File: src/rtl/popcount_pkg.sv
// Shared defaults and arithmetic helpers for the streaming popcount block.
package popcount_pkg;

   localparam int DEF_DATA_W  = 32;
   localparam int DEF_CHUNK_W = 8;
   localparam int DEF_ACC_W   = 16;

   // Bits needed to hold a count of 0..n.
   function automatic int cnt_w(input int n);
      return $clog2(n + 1);
   endfunction

   // Saturating-add helper: true when a + b exceeds 2^w - 1, in which case the
   // caller clamps to all-ones. Operands are zero-extended to 32 bits.
   function automatic logic sat_ovf(input logic [31:0] a, input logic [31:0] b, input int w);
      logic [32:0] sum;
      logic [32:0] lim;
      sum = {1'b0, a} + {1'b0, b};
      lim = (33'd1 << w) - 33'd1;
      return sum > lim;
   endfunction

endpackage

File: src/rtl/popcount_chunk.sv
// Combinational ones counter for a W-bit slice: full/half adders at the leaves,
// partial counts summed up a tree that prefers groups of three bits.
module popcount_chunk #(
   parameter int W = 8
) (
   input  logic [W-1:0]             i_bits,
   output logic [$clog2(W+1)-1:0]   o_cnt
);

   generate
      if (W == 1) begin : g_bit
         assign o_cnt = i_bits;
      end else if (W == 2) begin : g_ha
         assign o_cnt = {i_bits[0] & i_bits[1], i_bits[0] ^ i_bits[1]};
      end else if (W == 3) begin : g_fa
         logic w_p;
         assign w_p   = i_bits[0] ^ i_bits[1];
         assign o_cnt = {(i_bits[0] & i_bits[1]) | (w_p & i_bits[2]), w_p ^ i_bits[2]};
      end else begin : g_split
         localparam int WL = ((W / 2) >= 3) ? 3 * ((W / 2) / 3) : (W / 2);
         localparam int WH = W - WL;
         localparam int OW = $clog2(W + 1);
         logic [$clog2(WL+1)-1:0] w_lo;
         logic [$clog2(WH+1)-1:0] w_hi;

         popcount_chunk #(.W(WL)) u_lo (
            .i_bits (i_bits[WL-1:0]),
            .o_cnt  (w_lo)
         );
         popcount_chunk #(.W(WH)) u_hi (
            .i_bits (i_bits[W-1:WL]),
            .o_cnt  (w_hi)
         );

         assign o_cnt = OW'(w_lo) + OW'(w_hi);
      end
   endgenerate

endmodule

File: src/rtl/popcount_stream.sv
// Two-stage streaming popcount: per-word counts or saturating per-frame totals,
// with an elastic output register whose stall backpressures the source.
module popcount_stream
   import popcount_pkg::*;
#(
   parameter int DATA_W  = DEF_DATA_W,
   parameter int CHUNK_W = DEF_CHUNK_W,
   parameter int ACC_W   = DEF_ACC_W
) (
   input  logic              clk,
   input  logic              rst_n,
   input  logic              clr,
   input  logic              in_valid,
   output logic              in_ready,
   input  logic [DATA_W-1:0] in_data,
   input  logic              in_last,
   input  logic              mode,
   output logic              out_valid,
   input  logic              out_ready,
   output logic [ACC_W-1:0]  out_count,
   output logic              out_sat
);

   localparam int NCHUNK      = DATA_W / CHUNK_W;
   localparam int CNT_CHUNK_W = cnt_w(CHUNK_W);
   localparam int WC_W        = cnt_w(DATA_W);

   logic                   w_adv;
   logic                   w_ovf;
   logic [WC_W-1:0]        w_wc;
   logic [ACC_W-1:0]       w_acc_sum;
   logic [CNT_CHUNK_W-1:0] w_chunk_cnt [NCHUNK];

   logic                   r_s1_valid;
   logic                   r_s1_last;
   logic                   r_s1_mode;
   logic [CNT_CHUNK_W-1:0] r_s1_cnt [NCHUNK];
   logic [ACC_W-1:0]       r_acc;
   logic                   r_sticky;
   logic                   r_out_valid;
   logic [ACC_W-1:0]       r_out_count;
   logic                   r_out_sat;

   generate
      for (genvar g = 0; g < NCHUNK; g++) begin : g_chunk
         popcount_chunk #(.W(CHUNK_W)) u_chunk (
            .i_bits (in_data[g*CHUNK_W +: CHUNK_W]),
            .o_cnt  (w_chunk_cnt[g])
         );
      end
   endgenerate

   assign w_adv    = !r_out_valid || out_ready;
   assign in_ready = w_adv;

   always_comb begin
      w_wc = '0;
      for (int i = 0; i < NCHUNK; i++) begin
         w_wc = w_wc + WC_W'(r_s1_cnt[i]);
      end
   end

   // Running total plus this word, clamped to all-ones on overflow.
   always_comb begin
      w_ovf     = sat_ovf(32'(r_acc), 32'(w_wc), ACC_W);
      w_acc_sum = w_ovf ? '1 : (r_acc + ACC_W'(w_wc));
   end

   always_ff @(posedge clk or negedge rst_n) begin
      if (!rst_n) begin
         r_s1_valid <= 1'b0;
         r_s1_last  <= 1'b0;
         r_s1_mode  <= 1'b0;
         for (int i = 0; i < NCHUNK; i++) begin
            r_s1_cnt[i] <= '0;
         end
      end else if (clr) begin
         r_s1_valid <= 1'b0;
      end else if (w_adv) begin
         r_s1_valid <= in_valid;
         r_s1_last  <= in_last;
         r_s1_mode  <= mode;
         r_s1_cnt   <= w_chunk_cnt;
      end
   end

   // Per-word results bypass the accumulator so they may interleave with a frame.
   always_ff @(posedge clk or negedge rst_n) begin
      if (!rst_n) begin
         r_acc       <= '0;
         r_sticky    <= 1'b0;
         r_out_valid <= 1'b0;
         r_out_count <= '0;
         r_out_sat   <= 1'b0;
      end else if (clr) begin
         r_acc       <= '0;
         r_sticky    <= 1'b0;
         r_out_valid <= 1'b0;
      end else if (w_adv) begin
         if (!r_s1_valid) begin
            r_out_valid <= 1'b0;
         end else if (!r_s1_mode) begin
            r_out_count <= ACC_W'(w_wc);
            r_out_sat   <= 1'b0;
            r_out_valid <= 1'b1;
         end else if (!r_s1_last) begin
            r_acc       <= w_acc_sum;
            r_sticky    <= r_sticky | w_ovf;
            r_out_valid <= 1'b0;
         end else begin
            r_out_count <= w_acc_sum;
            r_out_sat   <= r_sticky | w_ovf;
            r_out_valid <= 1'b1;
            r_acc       <= '0;
            r_sticky    <= 1'b0;
         end
      end
   end

   assign out_valid = r_out_valid;
   assign out_count = r_out_count;
   assign out_sat   = r_out_sat;

endmodule

File: config.mk
export PLATFORM = sky130hd
export DESIGN_NAME = popcount_stream
export DESIGN_NICKNAME = d
export VERILOG_FILES = /design/src/rtl/popcount_pkg.sv /design/src/rtl/popcount_chunk.sv /design/src/rtl/popcount_stream.sv
export SDC_FILE = /design/constraint.sdc
export NUM_CORES = 1
export LEC_CHECK = 0
export ABC_CLOCK_PERIOD_IN_PS = 4850
export CAP_MARGIN = 0
export CORE_ASPECT_RATIO = 0.8
export CORE_MARGIN = 4
export CORE_UTILIZATION = 45
export CTS_BUF_LIST = sky130_fd_sc_hd__clkbuf_16
export CTS_CLUSTER_DIAMETER = 150
export DETAILED_ROUTE_END_ITERATION = 8
export PLACE_DENSITY = 0.8
export SLEW_MARGIN = 20
export SYNTH_ARGS = -nofsm -noshare
export SYNTH_HDL_FRONTEND = slang
export SYNTH_SLANG_ARGS = --single-unit
File: constraint.sdc
create_clock -name clk -period 4.85 [get_ports clk]
set_clock_uncertainty 0.1 [all_clocks]
set_input_delay 0.97 -clock clk [delete_from_list [all_inputs] [get_ports clk]]
set_output_delay 0.97 -clock clk [all_outputs]
set_load 0.03 [all_outputs]
After elaboration in Yosys (flattened, before gate mapping)
Cells that the tools add are included.
{"block": "totals", "out_inout_bits": 19, "in_bits": 39, "wordCells": 107, "register_bits": 54}
{"block": "op_classes", "n_reduce_logical": 8, "eq_ne": 1, "mux": 22, "n_addsub": 13, "bitwise": 50, "n_lt_le_gt_ge": 1}
{"operator": "$mux W16", "count": 8}
{"operator": "$and A1 B1 Y1", "count": 20}
{"operator": "$xor A1 B1 Y1", "count": 20}
{"operator": "$add A16 B6 Y17", "count": 1}
{"operator": "$gt A17 B16 Y1 const B", "count": 1}
{"operator": "$add A16 B6 Y16", "count": 1}
{"operator": "$add A2 B3 Y4", "count": 4}
{"operator": "$mux W1", "count": 14}
{"operator": "$add A2 B2 Y3", "count": 4}
{"operator": "$or A1 B1 Y1", "count": 9}
{"operator": "$add A5 B4 Y6", "count": 1}
{"operator": "$add A6 B4 Y6", "count": 1}
{"operator": "$reduce_bool A2 Y1", "count": 3}
{"operator": "$add A4 B4 Y5", "count": 1}
{"operator": "$reduce_and A4 Y1", "count": 1}
{"operator": "$reduce_and A3 Y1", "count": 1}
{"operator": "$ne A2 B2 Y1 const B", "count": 1}
{"operator": "$reduce_and A2 Y1", "count": 1}
{"operator": "$logic_not A1 Y1", "count": 1}
{"operator": "$logic_or A1 B1 Y1", "count": 1}
{"operator": "$not A1 Y1", "count": 1}

Longest topological paths before layout
Gate-level depths: netlist (run 1).
{"block": "depth", "depth_word": 11, "ltp_mapped": 15, "mapped_depth_nobuf": 14}

Cells and area by module
From an unflattened synthesis (run 1), not the netlist that was laid out.
{"block": "hier_totals", "cells_unflattened": 400, "hier_area_um2": 3844.9}
{"module": "popcount_stream", "n_inst": 1, "area_per_inst_um2": 3109.2, "cells_each": 320, "seq_area_each_um2": 1351.3}
{"module": "popcount_chunk at g_chunk[0].u_chunk ...", "n_inst": 4, "area_per_inst_um2": 80.1, "cells_each": 10, "seq_area_each_um2": 0.0}
{"module": "popcount_chunk at g_chunk[0].u_chunk.g_split.u_hi ...", "n_inst": 4, "area_per_inst_um2": 51.3, "cells_each": 7, "seq_area_each_um2": 0.0}
{"module": "popcount_chunk at g_chunk[0].u_chunk.g_split.u_hi.g_split.u_hi ...", "n_inst": 8, "area_per_inst_um2": 20.0, "cells_each": 1, "seq_area_each_um2": 0.0}
{"module": "popcount_chunk at g_chunk[0].u_chunk.g_split.u_hi.g_split.u_lo ...", "n_inst": 4, "area_per_inst_um2": 12.5, "cells_each": 1, "seq_area_each_um2": 0.0}

Worst setup path after synthesis (run 1)
No wires, ideal clock.
{"block": "synth_path", "kind": "flip-flop to flip-flop", "from": "register r_s1_cnt[1] (netlist bit)", "to": "register r_acc[11]", "slack_ns": 0.969, "path_buffers": 0, "arrival_time_ns": 3.660, "synth_period_minus_slack_ns": 3.881, "path_stages_with_launch": 15, "setup_ns": 0.121, "required_ns": 4.629, "path_cell_list": "dfrtp_1 > inv_1 > fa_1 > inv_1 > fa_1 > ha_1 > fa_1 > a21o_1 > a21o_1 > ha_1 > or2_2 > and3_1 > o211ai_1 > o21ai_0 > a22o_1"}
{"block": "synth_between", "elab_chain_cells": 9, "word_cells_on_any_way": 10, "cone_classes": "add/sub (3); order compare (1); mux (6)"}
{"item": "from (decl)", "line": "popcount_stream.sv:37", "text": "logic [CNT_CHUNK_W-1:0] r_s1_cnt [NCHUNK];"}
{"item": "from (signal assigned)", "line": "popcount_stream.sv:83", "text": "r_s1_cnt <= w_chunk_cnt;"}
{"item": "$add A6 B4 Y6 (*)", "line": "popcount_stream.sv:59", "text": "w_wc = w_wc + WC_W'(r_s1_cnt[i]);"}
{"item": "$add A16 B6 Y17", "line": "popcount_pkg.sv:18", "text": "sum = {1'b0, a} + {1'b0, b};"}
{"item": "$gt A17 B16 Y1", "line": "popcount_pkg.sv:20", "text": "return sum > lim;"}
{"item": "$mux W16 (*)", "line": "popcount_stream.sv:66", "text": "w_acc_sum = w_ovf ? '1 : (r_acc + ACC_W'(w_wc));"}
{"item": "$mux W16 (*)", "line": "popcount_stream.sv:106", "text": "end else if (!r_s1_last) begin"}
{"item": "$mux W16 (*)", "line": "popcount_stream.sv:102", "text": "end else if (!r_s1_mode) begin"}
{"item": "$mux W16 (*)", "line": "popcount_stream.sv:100", "text": "if (!r_s1_valid) begin"}
{"item": "$mux W16 (*)", "line": "popcount_stream.sv:99", "text": "end else if (w_adv) begin"}
{"item": "$mux W16 (*)", "line": "popcount_stream.sv:95", "text": "end else if (clr) begin"}
{"item": "to (signal assigned)", "line": "popcount_stream.sv:107", "text": "r_acc <= w_acc_sum;"}
{"item": "to (decl)", "line": "popcount_stream.sv:38", "text": "logic [ACC_W-1:0] r_acc;"}
Mark *: on every way between the ends. The rest lies on a longest branch, timed or not. The select of a mux whose other input is x is not followed.
A chain may end at the register's enable or synchronous reset.

Worst setup path in the final report (run 1)
{"block": "layout_path", "from": "register r_s1_cnt[1] (netlist bit)", "to": "register r_out_count[3], in the netlist out_count[3]"}
{"block": "layout_between", "elab_chain_cells": 6, "word_cells_on_any_way": 7, "cone_classes": "add/sub (3); order compare (1); mux (3)"}
{"item": "$add A6 B4 Y6 (*)", "line": "popcount_stream.sv:59"}
{"item": "$add A16 B6 Y17", "line": "popcount_pkg.sv:18"}
{"item": "$gt A17 B16 Y1", "line": "popcount_pkg.sv:20"}
{"item": "$mux W16", "line": "popcount_stream.sv:66"}
{"item": "$mux W16", "line": "popcount_stream.sv:106"}
{"item": "$mux W16 (*)", "line": "popcount_stream.sv:102"}
{"item": "to (signal assigned)", "line": "popcount_stream.sv:103", "text": "r_out_count <= ACC_W'(w_wc);"}
{"item": "to (signal assigned)", "line": "popcount_stream.sv:111", "text": "r_out_count <= w_acc_sum;"}
{"item": "to (decl)", "line": "popcount_stream.sv:41", "text": "logic [ACC_W-1:0] r_out_count;"}
Marked as above.

==> metrics.yaml, run 1 <==
whs_ns: 0.365
overflow: 0
postCtsSetupRepairBufs: 0
htreeDepth: 2
cts_tree: "done"
finalCritPeriodShare_pct: 90.5
fp-row-count: 29
criticalPathCategory: "flip-flop to flip-flop"
syn_area_mm2: 0.00364
port_buffers: 57
cts.repair.resized: 0
cts_inserted_buffers: 5
relSlewSlack_pct: 35.8
dieHeight_um: 88.4
ioPinCount: 58
vdd_ir_drop_max_mv: 0.306
initial_core_util_pct: 46.0
clock_sinks: 54
worst-path-max-fanout: 15
finalSetupViolations: 0
nets: 500
finalPower_mw: 2.24
antenna_cells: 0
cp-end-kind: "flip-flop"
yosysSeqAreaShare_pct: 37.2
die-area_mm2: 0.00959
setup_ws_ns: 0.460
die_x_um: 109
synth_ff_type: "dfrtp_1"
worstPathRequired_ns: 4.93
clk_latency_ns: 0.29
fillers: 689
rsz0062_at_grt: "no"
seqPwrFrac_pct: 25.4
final_common_cell: "clkdlybuf4s50_1"
mostFrequentLayoutCells: "clkdlybuf4s50_1 (56), dfrtp_1 (54), nand2_1 (43)"
async_flop_share_pct: 100
clk_pin_slew_worst_paths_ns: 0.07
cp-start-kind: "flip-flop"
hold_viol: 0
remaining_drc_errors: 0
worstPathArrival_ns: 4.47
worst_pin_slew_ns: 0.959
cp-startpoint: "r_s1_cnt[1]$_DFFE_PN0P_"
setup_tns_ns: 0
reg2reg_setup_slack_ns: 0.46
core-area_mm2: 0.00791
drive_above_1_share_pct: 7.97
power.density_mw_per_mm2: 504
slew_viol_final: 0
drt-pass1-iter-count: 4
power_frac_comb_pct: 59.0
grt_start_max_net_pins: 55
routedWlPerCell_um: 16.4
avgSynthCellArea_um2: 10.1
fmax_ghz: 0.228
dp_hpwl_um: 6410
grt_pass1_wl_um: 14300
syn_to_final_growth_pct: 22.2
status: "finished, final reports clean"
pwr-share-clk_pct: 15.6
ant_nets: 0
yosysUniqueCellTypes: 55
grt_pass1_vias: 2956
vias_per_cell: 5.67
wl_um: 8560
power_switching_mw: 0.976
synthCells: 360
drv_cap: 0
timing.rr.start: "r_s1_cnt[1]$_DFFE_PN0P_"
hold_class: "flip-flop to flip-flop"
p_leak_nw: 1.98
synth_edf_count: 0
p_int_mw: 1.26
ctsHoldBuffers: 0
vias: 2962
hold_depth: 2
r2r_cells: 14
drtIter0Drc: 267
cts_buffer_depth: 2
cts_root_buffer: "clkbuf_16"
switching_share_pct: 43.6
worstReg2RegEnd: "out_count[3]$_DFFE_PN0P_"
routabilityCongestion: 0.888
min_period_ns: 4.39
crit_end: "out_count[3]$_DFFE_PN0P_"
synth_seq_cells: 54
yosysWarningCount: 0
antenna_found_initial: 0
synth.net_count: 447
grt_usage_pct: 18.7
place_ws_ns: 0.469
logic make-up after synthesis:
kind of cell / Yosys count / synth area share [%]
adder cells (fa/ha/maj): 48 / 21.7
multiplexers: 9 / 2.68
XOR/XNOR: 6 / 1.45
buffers and inverters: 43 / 4.85
AND/OR/NAND/NOR: 95 / 12.6
AO/OA/AOI/OAI: 105 / 19.6
flip-flops: 54 / 37.2
through the flow:
stage                     utilization (%)  area, µm²  instances
after floorplan                         -       3640        360
after global placement               54.3       4290        514
after detailed placement             54.3       4300        514
after CTS                            56.1       4440        522
after global routing                 56.2       4440        522
final                                56.2       4440        522
layer usage:
metal / part of all wire [%] / vias to the layer above / global-route usage, %
met3: 8.4 / 11 / 4.67
met4: 1.1 / 0 / 4.47
met2: 48 / 113 / 29.4
li1: - / 1371 / -
met5: 0 / - / 0
met1: 43 / 1467 / 26.4
power by group through the flow:
stage          clock (mW)  combinational, mW  sequential, mW
2_1_floorplan           0              0.917           0.609
3_3_place_gp            0               1.23           0.575
3_5_place_dp            0               1.29           0.576
4_1_cts             0.353               1.31           0.569
5_1_grt             0.371               1.48           0.578
6_report            0.349               1.32           0.568
critical path, stage by stage, from the launching register on:
cell,delay [ns]
dfrtp_1,0.33
inv_1,0.07
fa_1,0.55
inv_1,0.06
fa_1,0.46
ha_1,0.24
fa_1,0.40
a21o_1,0.19
a21o_1,0.20
ha_1,0.37
or2_2,0.17
nand3_2,0.16
a211oi_4,0.63
nor2_1,0.14
o221ai_1,0.19
cell usage after synthesis, types with 3 or more instances:
cell      number  area share (%)
o21ai_0       36             5.0
a31oi_1        7             1.2
nand2_1       43             4.4
nand2b_1       3            0.52
o211ai_1       4            0.83
clkbuf_1       6            0.62
dfrtp_1       54              37
mux2_2         6             1.9
nand3_1        9             1.2
a21oi_1       13             1.8
o31ai_1        4            0.83
ha_1          23             7.9
buf_2          3            0.41
fa_1          25              14
nor3_1         5            0.69
nor2_2         3            0.52
nand4_1        3            0.52
a21o_1         8             1.7
xor2_1         3            0.72
o21ai_1        5            0.69
xnor2_1        3            0.72
nor2_1        12             1.2
and3_1         4            0.69
inv_1         30             3.1
mux2i_1        3            0.83
o211ai_2       3             1.0
worst min path at each step:
stage | startpoint | end | slack, ns
6_report | out_sat$_DFFE_PN0P_ | out_sat$_DFFE_PN0P_ | 0.37
5_1_grt | out_sat$_DFFE_PN0P_ | out_sat$_DFFE_PN0P_ | 0.41
4_1_cts | out_sat$_DFFE_PN0P_ | out_sat$_DFFE_PN0P_ | 0.37
3_5_place_dp | out_sat$_DFFE_PN0P_ | out_sat$_DFFE_PN0P_ | 0.36
3_3_place_gp | out_sat$_DFFE_PN0P_ | out_sat$_DFFE_PN0P_ | 0.35
2_1_floorplan | r_acc[3]$_DFFE_PN0P_ | r_acc[3]$_DFFE_PN0P_ | 0.36
sequential cells by signal, summed over array words and instances (netlist names):
signal and flops:
out_count 16, r_s1_mode 1, out_valid 1, r_s1_last 1, r_acc 16, out_sat 1, r_sticky 1, r_s1_cnt 16
r_s1_valid 1
cell type report:
| class | count | area, µm² | area share, % |
|---|---|---|---|
| Inverter | 30 | 113 | 2.53 |
| Timing Repair Buffer | 59 | 581 | 13.1 |
| Multi-Input combinational cell | 263 | 2120 | 47.8 |
| Tap cell | 108 | 135 | 3.04 |
| Clock buffer | 5 | 125 | 2.82 |
| Clock inverter | 3 | 16.3 | 0.366 |
| Sequential cell | 54 | 1350 | 30.4 |
Power figures use the tool's default switching activity.
==> inputs of run 2 (changes only) <==
--- a/config.mk
+++ b/config.mk
@@ -14,7 +14,7 @@
 export CTS_CLUSTER_DIAMETER = 150
 export DETAILED_ROUTE_END_ITERATION = 8
 export PLACE_DENSITY = 0.8
-export SLEW_MARGIN = 20
+export SLEW_MARGIN = 10
 export SYNTH_ARGS = -nofsm -noshare
 export SYNTH_HDL_FRONTEND = slang
 export SYNTH_SLANG_ARGS = --single-unit
==> run 2 against run 1 <==
Combinational power about the same; core utilization fell by 0.063 points; die area did not move; routed wire length decreased by 0.50%; cell count is the same; largest cell class unchanged; highest routed layer unchanged.
==> metrics.yaml, run 2 (synthesis results as in run 1) <==
port_buffers: 57
slew_viol_final: 0
wl_um: 8510
finalSetupViolations: 0
vias_per_cell: 5.62
worst_pin_slew_ns: 1.04
power_frac_comb_pct: 59.0
stdcell_area_mm2: 0.00444
ioPinCount: 58
routedWlPerCell_um: 16.3
cts_inserted_buffers: 5
drt-pass1-iter-count: 4
ant_nets: 0
finalPower_mw: 2.24
mostFrequentLayoutCells: "clkdlybuf4s50_1 (56), dfrtp_1 (54), nand2_1 (43)"
cp-end-kind: "flip-flop"
grt_start_max_net_pins: 55
ctsHoldBuffers: 0
worstPathRequired_ns: 4.93
criticalPathCategory: "flip-flop to flip-flop"
antenna_cells: 0
clock_sinks: 54
hold_class: "flip-flop to flip-flop"
p_int_mw: 1.26
antenna_found_initial: 0
htreeDepth: 2
final_common_cell: "clkdlybuf4s50_1"
cts_root_buffer: "clkbuf_16"
place_area_mm2: 0.00429
worstPathArrival_ns: 4.51
relSlewSlack_pct: 30.4
drv_cap: 0
grt_pass1_vias: 2962
grt_pass1_wl_um: 14200
fmax_ghz: 0.226
routabilityCongestion: 0.888
core-area_mm2: 0.00791
dp_hpwl_um: 6460
power.density_mw_per_mm2: 505
remaining_drc_errors: 0
die_x_um: 109
cts_tree: "done"
initial_core_util_pct: 46.0
syn_to_final_growth_pct: 22.1
dieHeight_um: 88.4
seqPwrFrac_pct: 25.4
postCtsSetupRepairBufs: 0
switching_share_pct: 43.7
die-area_mm2: 0.00959
drive_above_1_share_pct: 7.97
setup_tns_ns: 0
drtIter0Drc: 233
pwr-share-clk_pct: 15.6
vias: 2932
clk_pin_slew_worst_paths_ns: 0.07
fin_util_pct: 56.1
grt_usage_pct: 18.7
nets: 500
vdd_ir_drop_max_mv: 0.398
overflow: 0
finalCritPeriodShare_pct: 91.4
status: "finished, final reports clean"
p_leak_nw: 1.97
cts_buffer_depth: 2
worst-path-max-fanout: 15
rsz0062_at_grt: "no"
power_switching_mw: 0.980
cp-start-kind: "flip-flop"
cts.repair.resized: 0
clk_latency_ns: 0.29
fp-row-count: 29
hold_viol: 0
min_period_ns: 4.43
run 2: changes by cell type in the layout (fill, tap and decap cells not counted):
cell     change
nor2b_2      +1
nor2b_4      -1
run 2: stage by stage:
stage	hold slack, ns	cells	setup WS (ns)
after floorplan	0.356	360	0.969
after global placement	0.350	514	0.645
after detailed placement	0.357	514	0.461
after CTS	0.371	522	0.448
after global routing	0.411	522	0.179
final	0.368	522	0.419
run 2: power by group through the flow:
| stage | Combinational, mW | Clock, mW | Sequential [mW] |
|---|---|---|---|
| floorplan | 0.917 | 0 | 0.609 |
| global placement | 1.23 | 0 | 0.575 |
| detailed placement | 1.30 | 0 | 0.577 |
| CTS | 1.31 | 0.354 | 0.570 |
| global route | 1.51 | 0.372 | 0.579 |
| finish | 1.32 | 0.349 | 0.570 |
run 2: worst max-delay path: stages, from the launching register on:
cell	delay, ns
dfrtp_1	0.34
inv_1	0.07
fa_1	0.55
inv_1	0.06
fa_1	0.46
ha_1	0.24
fa_1	0.41
a21o_1	0.20
a21o_1	0.20
ha_1	0.38
or2_2	0.18
nand3_2	0.16
a211oi_4	0.63
nor2_1	0.15
o221ai_1	0.20
run 2: path summary, 6_finish.rpt:
check | depth (start not counted) | startpoint | endpoint | slack [ns]
worst max-delay path | 14 | r_s1_cnt[1]$_DFFE_PN0P_ | out_count[3]$_DFFE_PN0P_ | 0.42
worst max register to register | 14 | r_s1_cnt[1]$_DFFE_PN0P_ | out_count[3]$_DFFE_PN0P_ | 0.42
worst min register to register | 2 | out_sat$_DFFE_PN0P_ | out_sat$_DFFE_PN0P_ | 0.37
max in group asynchronous | 2 | rst_n | r_s1_cnt[9]$_DFFE_PN0P_ | 3.49
worst min-delay path | 2 | out_sat$_DFFE_PN0P_ | out_sat$_DFFE_PN0P_ | 0.37
min in group asynchronous | 2 | rst_n | out_count[6]$_DFFE_PN0P_ | 0.71
run 2: area by class of cell:
| cell class | count | area (µm²) |
|---|---|---|
| fill | 670 | 3470 |
| sequential | 54 | 1350 |
| clock buffer | 5 | 125 |
| multi-input combinational | 263 | 2120 |
| timing repair buffer | 59 | 581 |
| clock inverter | 3 | 16.3 |
| inverter | 30 | 113 |
| tap | 108 | 135 |
run 2: layer usage:
layer / vias up / part of all wire, % / GRT usage [%]
met4: 0 / 1.2 / 5.28
met1: 1424 / 43 / 26.5
met5: - / 0 / 0
met2: 115 / 48 / 29.5
met3: 15 / 7.5 / 3.57
li1: 1378 / - / -
